`src/rtl/pong_pkg.sv`:
```
// Shared types and constants for the Pong game controller: state encoding,
// keypad keycodes and winner encodings.
package pong_pkg;

  typedef enum logic [2:0] {
    IDLE  = 3'd0,
    SERVE = 3'd1,
    PLAY  = 3'd2,
    POINT = 3'd3,
    OVER  = 3'd4
  } state_e;

  localparam logic [4:0] KEY_UP    = 5'd2;
  localparam logic [4:0] KEY_DOWN  = 5'd8;
  localparam logic [4:0] KEY_START = 5'd5;

  localparam logic [1:0] WIN_NONE = 2'b00;
  localparam logic [1:0] WIN_P1   = 2'b01;
  localparam logic [1:0] WIN_P2   = 2'b10;

endpackage

```
`src/rtl/key_cmd_decode.sv`:
```
// Per-player keypad decoder: paddle up/down levels and a start request that
// fires only on the rising edge of the key-held flag.
module key_cmd_decode
  import pong_pkg::*;
(
  input  logic       clk,
  input  logic       rst,
  input  logic       flag_i,
  input  logic [4:0] keys_i,
  output logic       up_o,
  output logic       dn_o,
  output logic       start_o
);

  logic flag_q;

  always_ff @(posedge clk) begin
    if (rst) flag_q <= 1'b0;
    else     flag_q <= flag_i;
  end

  assign up_o    = flag_i && (keys_i == KEY_UP);
  assign dn_o    = flag_i && (keys_i == KEY_DOWN);
  assign start_o = flag_i && !flag_q && (keys_i == KEY_START);

endmodule

```
`src/rtl/pong_game_ctrl.sv`:
```
// Pong game sequencer: idle/serve/play/point/over phases, score keeping,
// ball enable/recentre and paddle commands. All outputs are registered.
module pong_game_ctrl
  import pong_pkg::*;
#(
  parameter int SCORE_W      = 4,
  parameter int WIN_SCORE    = 9,
  parameter int SERVE_FRAMES = 60,
  parameter int POINT_FRAMES = 30
) (
  input  logic               clk,
  input  logic               rst,
  input  logic               frame_tick,
  input  logic [4:0]         keys_1,
  input  logic               flag_1,
  input  logic [4:0]         keys_2,
  input  logic               flag_2,
  input  logic               miss_l,
  input  logic               miss_r,
  output logic               ball_run,
  output logic               ball_reset,
  output logic               serve_dir,
  output logic [1:0]         p1_move,
  output logic [1:0]         p2_move,
  output logic [SCORE_W-1:0] score_1,
  output logic [SCORE_W-1:0] score_2,
  output logic [2:0]         state_o,
  output logic [1:0]         winner
);

  localparam int FRAMES_MAX = (SERVE_FRAMES > POINT_FRAMES) ? SERVE_FRAMES : POINT_FRAMES;
  localparam int CNT_W      = (FRAMES_MAX > 1) ? $clog2(FRAMES_MAX) : 1;
  localparam logic [CNT_W-1:0]   SERVE_LAST = CNT_W'(SERVE_FRAMES - 1);
  localparam logic [CNT_W-1:0]   POINT_LAST = CNT_W'(POINT_FRAMES - 1);
  localparam logic [SCORE_W-1:0] WIN_S      = SCORE_W'(WIN_SCORE);

  function automatic logic [SCORE_W-1:0] sat_inc(input logic [SCORE_W-1:0] v);
    if (v >= WIN_S) return WIN_S;
    return v + 1'b1;
  endfunction

  logic up1, dn1, st1, up2, dn2, st2;

  key_cmd_decode u_key1 (
    .clk(clk), .rst(rst), .flag_i(flag_1), .keys_i(keys_1),
    .up_o(up1), .dn_o(dn1), .start_o(st1)
  );

  key_cmd_decode u_key2 (
    .clk(clk), .rst(rst), .flag_i(flag_2), .keys_i(keys_2),
    .up_o(up2), .dn_o(dn2), .start_o(st2)
  );

  state_e               state_q, state_d;
  logic [CNT_W-1:0]     cnt_q, cnt_d;
  logic [SCORE_W-1:0]   score1_q, score1_d, score2_q, score2_d;
  logic                 dir_q, dir_d;
  logic [1:0]           winner_q, winner_d;
  logic                 reset_d, reset_q, run_q;
  logic [1:0]           p1_q, p2_q;
  logic                 start_any, move_en;

  assign start_any = st1 || st2;
  assign move_en   = (state_q == SERVE) || (state_q == PLAY);

  always_comb begin
    state_d  = state_q;
    cnt_d    = cnt_q;
    score1_d = score1_q;
    score2_d = score2_q;
    dir_d    = dir_q;
    winner_d = winner_q;
    reset_d  = 1'b0;
    case (state_q)
      IDLE: begin
        if (start_any) begin
          state_d = SERVE;
          reset_d = 1'b1;
          dir_d   = 1'b0;
        end
      end
      SERVE: begin
        if (frame_tick) begin
          if (cnt_q == SERVE_LAST) state_d = PLAY;
          else                     cnt_d   = cnt_q + 1'b1;
        end
      end
      PLAY: begin
        // A simultaneous double miss is a dead ball: no score, serve unchanged.
        if (miss_l && miss_r) begin
          state_d = POINT;
        end else if (miss_l) begin
          score2_d = sat_inc(score2_q);
          dir_d    = 1'b0;
          state_d  = POINT;
        end else if (miss_r) begin
          score1_d = sat_inc(score1_q);
          dir_d    = 1'b1;
          state_d  = POINT;
        end
      end
      POINT: begin
        if (frame_tick) begin
          if (cnt_q == POINT_LAST) begin
            if (score1_q == WIN_S) begin
              winner_d = WIN_P1;
              state_d  = OVER;
            end else if (score2_q == WIN_S) begin
              winner_d = WIN_P2;
              state_d  = OVER;
            end else begin
              state_d = SERVE;
              reset_d = 1'b1;
            end
          end else begin
            cnt_d = cnt_q + 1'b1;
          end
        end
      end
      OVER: begin
        if (start_any) begin
          score1_d = '0;
          score2_d = '0;
          winner_d = WIN_NONE;
          reset_d  = 1'b1;
          state_d  = SERVE;
        end
      end
      default: state_d = IDLE;
    endcase
    if (state_d != state_q) cnt_d = '0;
  end

  always_ff @(posedge clk) begin
    if (rst) begin
      state_q  <= IDLE;
      cnt_q    <= '0;
      score1_q <= '0;
      score2_q <= '0;
      dir_q    <= 1'b0;
      winner_q <= WIN_NONE;
      reset_q  <= 1'b0;
      run_q    <= 1'b0;
      p1_q     <= 2'b00;
      p2_q     <= 2'b00;
    end else begin
      state_q  <= state_d;
      cnt_q    <= cnt_d;
      score1_q <= score1_d;
      score2_q <= score2_d;
      dir_q    <= dir_d;
      winner_q <= winner_d;
      reset_q  <= reset_d;
      // Ball enable tracks the state being entered so it lines up with state_o.
      run_q    <= (state_d == PLAY);
      p1_q     <= move_en ? {up1, dn1} : 2'b00;
      p2_q     <= move_en ? {up2, dn2} : 2'b00;
    end
  end

  assign ball_run   = run_q;
  assign ball_reset = reset_q;
  assign serve_dir  = dir_q;
  assign p1_move    = p1_q;
  assign p2_move    = p2_q;
  assign score_1    = score1_q;
  assign score_2    = score2_q;
  assign state_o    = state_q;
  assign winner     = winner_q;

endmodule

```
`config.mk`:
```
export PLATFORM = sky130hd
export DESIGN_NAME = pong_game_ctrl
export DESIGN_NICKNAME = d
export VERILOG_FILES = /design/src/rtl/pong_pkg.sv /design/src/rtl/key_cmd_decode.sv /design/src/rtl/pong_game_ctrl.sv
export SDC_FILE = /design/constraint.sdc
export NUM_CORES = 1
export LEC_CHECK = 0
export BUFFER_PORTS_ARGS = -buffer_cell sky130_fd_sc_hd__buf_2
export CORE_MARGIN = 3
export CORE_UTILIZATION = 50
export DETAILED_ROUTE_END_ITERATION = 16
export PLACE_DENSITY = 0.75
export SETUP_SLACK_MARGIN = 0.3
export SYNTH_ARGS = -nofsm -noshare
export SYNTH_HDL_FRONTEND = slang
export SYNTH_SLANG_ARGS = --single-unit
```
`constraint.sdc`:
```
create_clock -name clk -period 2.4 [get_ports clk]
set_clock_uncertainty 0.05 [all_clocks]
set_input_delay 0.12 -clock clk [delete_from_list [all_inputs] [get_ports clk]]
set_output_delay 0.12 -clock clk [all_outputs]
set_load 0.005 [all_outputs]
```
==> qor.txt <==
Sequential-to-total area share from yosys stat -> 0.364
Syn nets -> 202
Top-count cell post-synth -> dfxtp_1
Min cycle time layout -> 2060 ps
Top cell type's share of synthesized area -> 0.364
Die ar. -> 3780 sq um
Pwr/cell area -> 419 nW/um^2
WL/cell -> 14.0 microns
Max-slew violation count -> 0
I/O pin count -> 37
Root buffer selected by CTS -> clkbuf_4
Layout cell share with drive strength beyond 1 -> 0.237
Overflow left after global routing -> 0
Post-synth EDFFs -> 0
Post-synth ARST share -> 0
Die Width -> 61.5 microns
Slowest cell on crit path -> or4_4
R2R setup slack -> 340 ps
Period Utilization, post-route -> 0.859
H-Tree Depth -> 1
Yosys Warn Count -> 0
Drt drc -> 0
Largest net degree at the start of global routing -> 20
Ranking of synthesized cells by area -> dfxtp_1, ha_1, nand3_1
Final Hold Fails -> 0
F_max -> 485 MHz
Final Cell Area -> 1840 sq um
HP Class -> input port to register
DP Cell Count -> 240
Setup TNS -> 0 ps
Crit path cell chain -> inv_1 > ha_1 > and4b_1 > o21ba_4 > or4_4 > xor2_1 > nor3_2
Placed instance area -> 1740 sq um
Cell Count, Final, Fillers Out -> 250
Starting DRT DRC Count -> 49
DRT Pass-1 Iters -> 5
Fin worst setup slack -> 337 ps
Setup Crit Path Kind -> register to register
Crit Path Max Fanout -> 6
P_leak -> 0.776 nW
Port-buffer cells -> 36
TritonCTS Buffers -> 3
GR peak layer -> met2
Final core occ -> 0.646
Mean area per synthesized cell -> 8.70 sq um
Area Growth Syn to Fin -> 19.7%
CP required -> 2590 ps
Worst hold slack -> 17.5 ps
Cells after synthesis -> 177
Critical Path Sink Type -> register
First-pass GRT wire length -> 5350 microns
Vias per inst -> 5.75
Status -> finished, final reports clean
Clock transition at path regs -> 150 ps
Final WL -> 3510 microns
Vias in the first global route -> 1,298
Count of clock tree sinks -> 28
Row count -> 19
Max-Cap Viols -> 0
Gpl congestion -> 0.858
Met1 Usage GRT -> 0.219
RSZ-0062 raised after global routing -> true
Final setup viols -> 0
Commonest cells in the netlist -> dfxtp_1, nor2_1, nand3_1
CP Launch Type -> register
Power Total -> 0.772 mW
CP arrival -> 2250 ps
Core ar. -> 2850 sq um
Dpl ws -> 204 ps
Total GRT Usage -> 0.187
Ant diodes -> 0
Least-Margin Pin Slew -> 576 ps
Worst path buffer plus inverter count -> 1
Seq cells post-synth -> 28
CTS tree -> yes
Top FF cell, synth -> dfxtp_1
Synth area leader -> dfxtp_1
Peak VDD IR -> 0.000257 V
Crit path max-delay family -> simple AND/OR/NAND/NOR gates
Detailed-route via count -> 1,438
Initial core utilization -> 0.540
Clock tree buffer depth -> 2
Met3 usage -> 0.0294
Initial antenna violation count -> 0
Slew HR -> 0.613
Post-layout nets -> 245
Die height -> 61.5 microns
Final ANT Viol Nets -> 0
Worst skew pair latency -> 330 ps
Fillers -> 238
Slowest stage delay, CP -> 510 ps
Met2 usage -> 0.341
Synth Cell Area -> 1540 sq um
Library cells used by synthesis -> 56
Dpl hpwl -> 2620 microns
Postcts setup bufs -> 0
[final cells by class]
type	instances	area [sq um]	share of cell area
inverters	12	45.0	0.0244
repair buffers	43	248	0.134
well taps	31	38.8	0.0210
clock buffers	4	36.3	0.0197
flip-flops and latches	28	561	0.304
multi-input cells	132	915	0.496
[logic make-up (layout without fill, tap and decap cells)]
logic type | count (synthesis) | after routing | share of synthesized area
and+or+nand+nor | 82 | 82 | 0.306
AOI/OAI and AO/OA | 35 | 35 | 0.175
DFF | 28 | 28 | 0.364
buffers and inverters | 17 | 59 | 0.0496
adders and majority gates | 8 | 8 | 0.0650
xor gates and xnor gates | 6 | 6 | 0.0341
muxes | 1 | 1 | 0.00650
[where the power goes]
part           switching, mW  internal [mW]  total [mW]
registers            0.00546          0.471       0.476
clock network          0.141         0.0931       0.234
logic                 0.0302         0.0316      0.0618
[placed cells by master, fill, tap and decap left out, types with 2 or more instances in the layout]
master,n
nand2_1,9
o31ai_1,5
inv_1,12
dfxtp_1,28
nand3_1,13
nor3_1,6
o211ai_1,2
nor3b_1,7
and3_1,4
clkbuf_4,3
a31oi_1,2
nor2_1,16
a21oi_1,6
buf_2,36
ha_1,8
xnor2_1,5
nand2b_1,3
dlygate4sd3_1,6
o21ai_0,2
o21a_1,2
nor2b_1,7
[what timing repair did]
| action | CTS | global route |
|---|---|---|
| gates cloned | 0 | 0 |
| gates resized for setup | 1 | 3 |
| setup endpoints to repair | 6 | 6 |
| hold buffers | 6 | 0 |
| endpoints found under the hold margin | 6 | 0 |
| pin swaps | 0 | 0 |
[registers in the layout, indices dropped and copies added (netlist names)]
signal         cells
score_2            4
u_key1.flag_q      1
state_o            3
p2_move            2
u_key2.flag_q      1
cnt_q              6
p1_move            2
ball_reset         1
ball_run           1
serve_dir          1
score_1            4
winner             2
[worst reg2reg max path, cell delays in order, from the launching register on]
cell,delay (ps)
dfxtp_1,410
inv_1,60
ha_1,180
and4b_1,260
o21ba_4,260
or4_4,510
xor2_1,180
nor3_2,50
[path summary, 6_finish.rpt]
path | from | to | cells after the start
max | cnt_q[1] | cnt_q[5] | 7
min | keys_2[0] | p2_move[1] | 3
max reg2reg | cnt_q[1] | cnt_q[5] | 7
min reg2reg | winner[0] | winner[0] | 2
[routing by layer]
| layer | wire (microns) | vias up | part of all wire |
|---|---|---|---|
| met1 | 1580 | 661 | 0.45 |
| li1 | - | 725 | - |
| met4 | 51 | 0 | 0.015 |
| met5 | 0 | - | 0 |
| met2 | 1680 | 45 | 0.48 |
| met3 | 200 | 7 | 0.057 |
No activity file was read; power rests on OpenSTA's default activity.
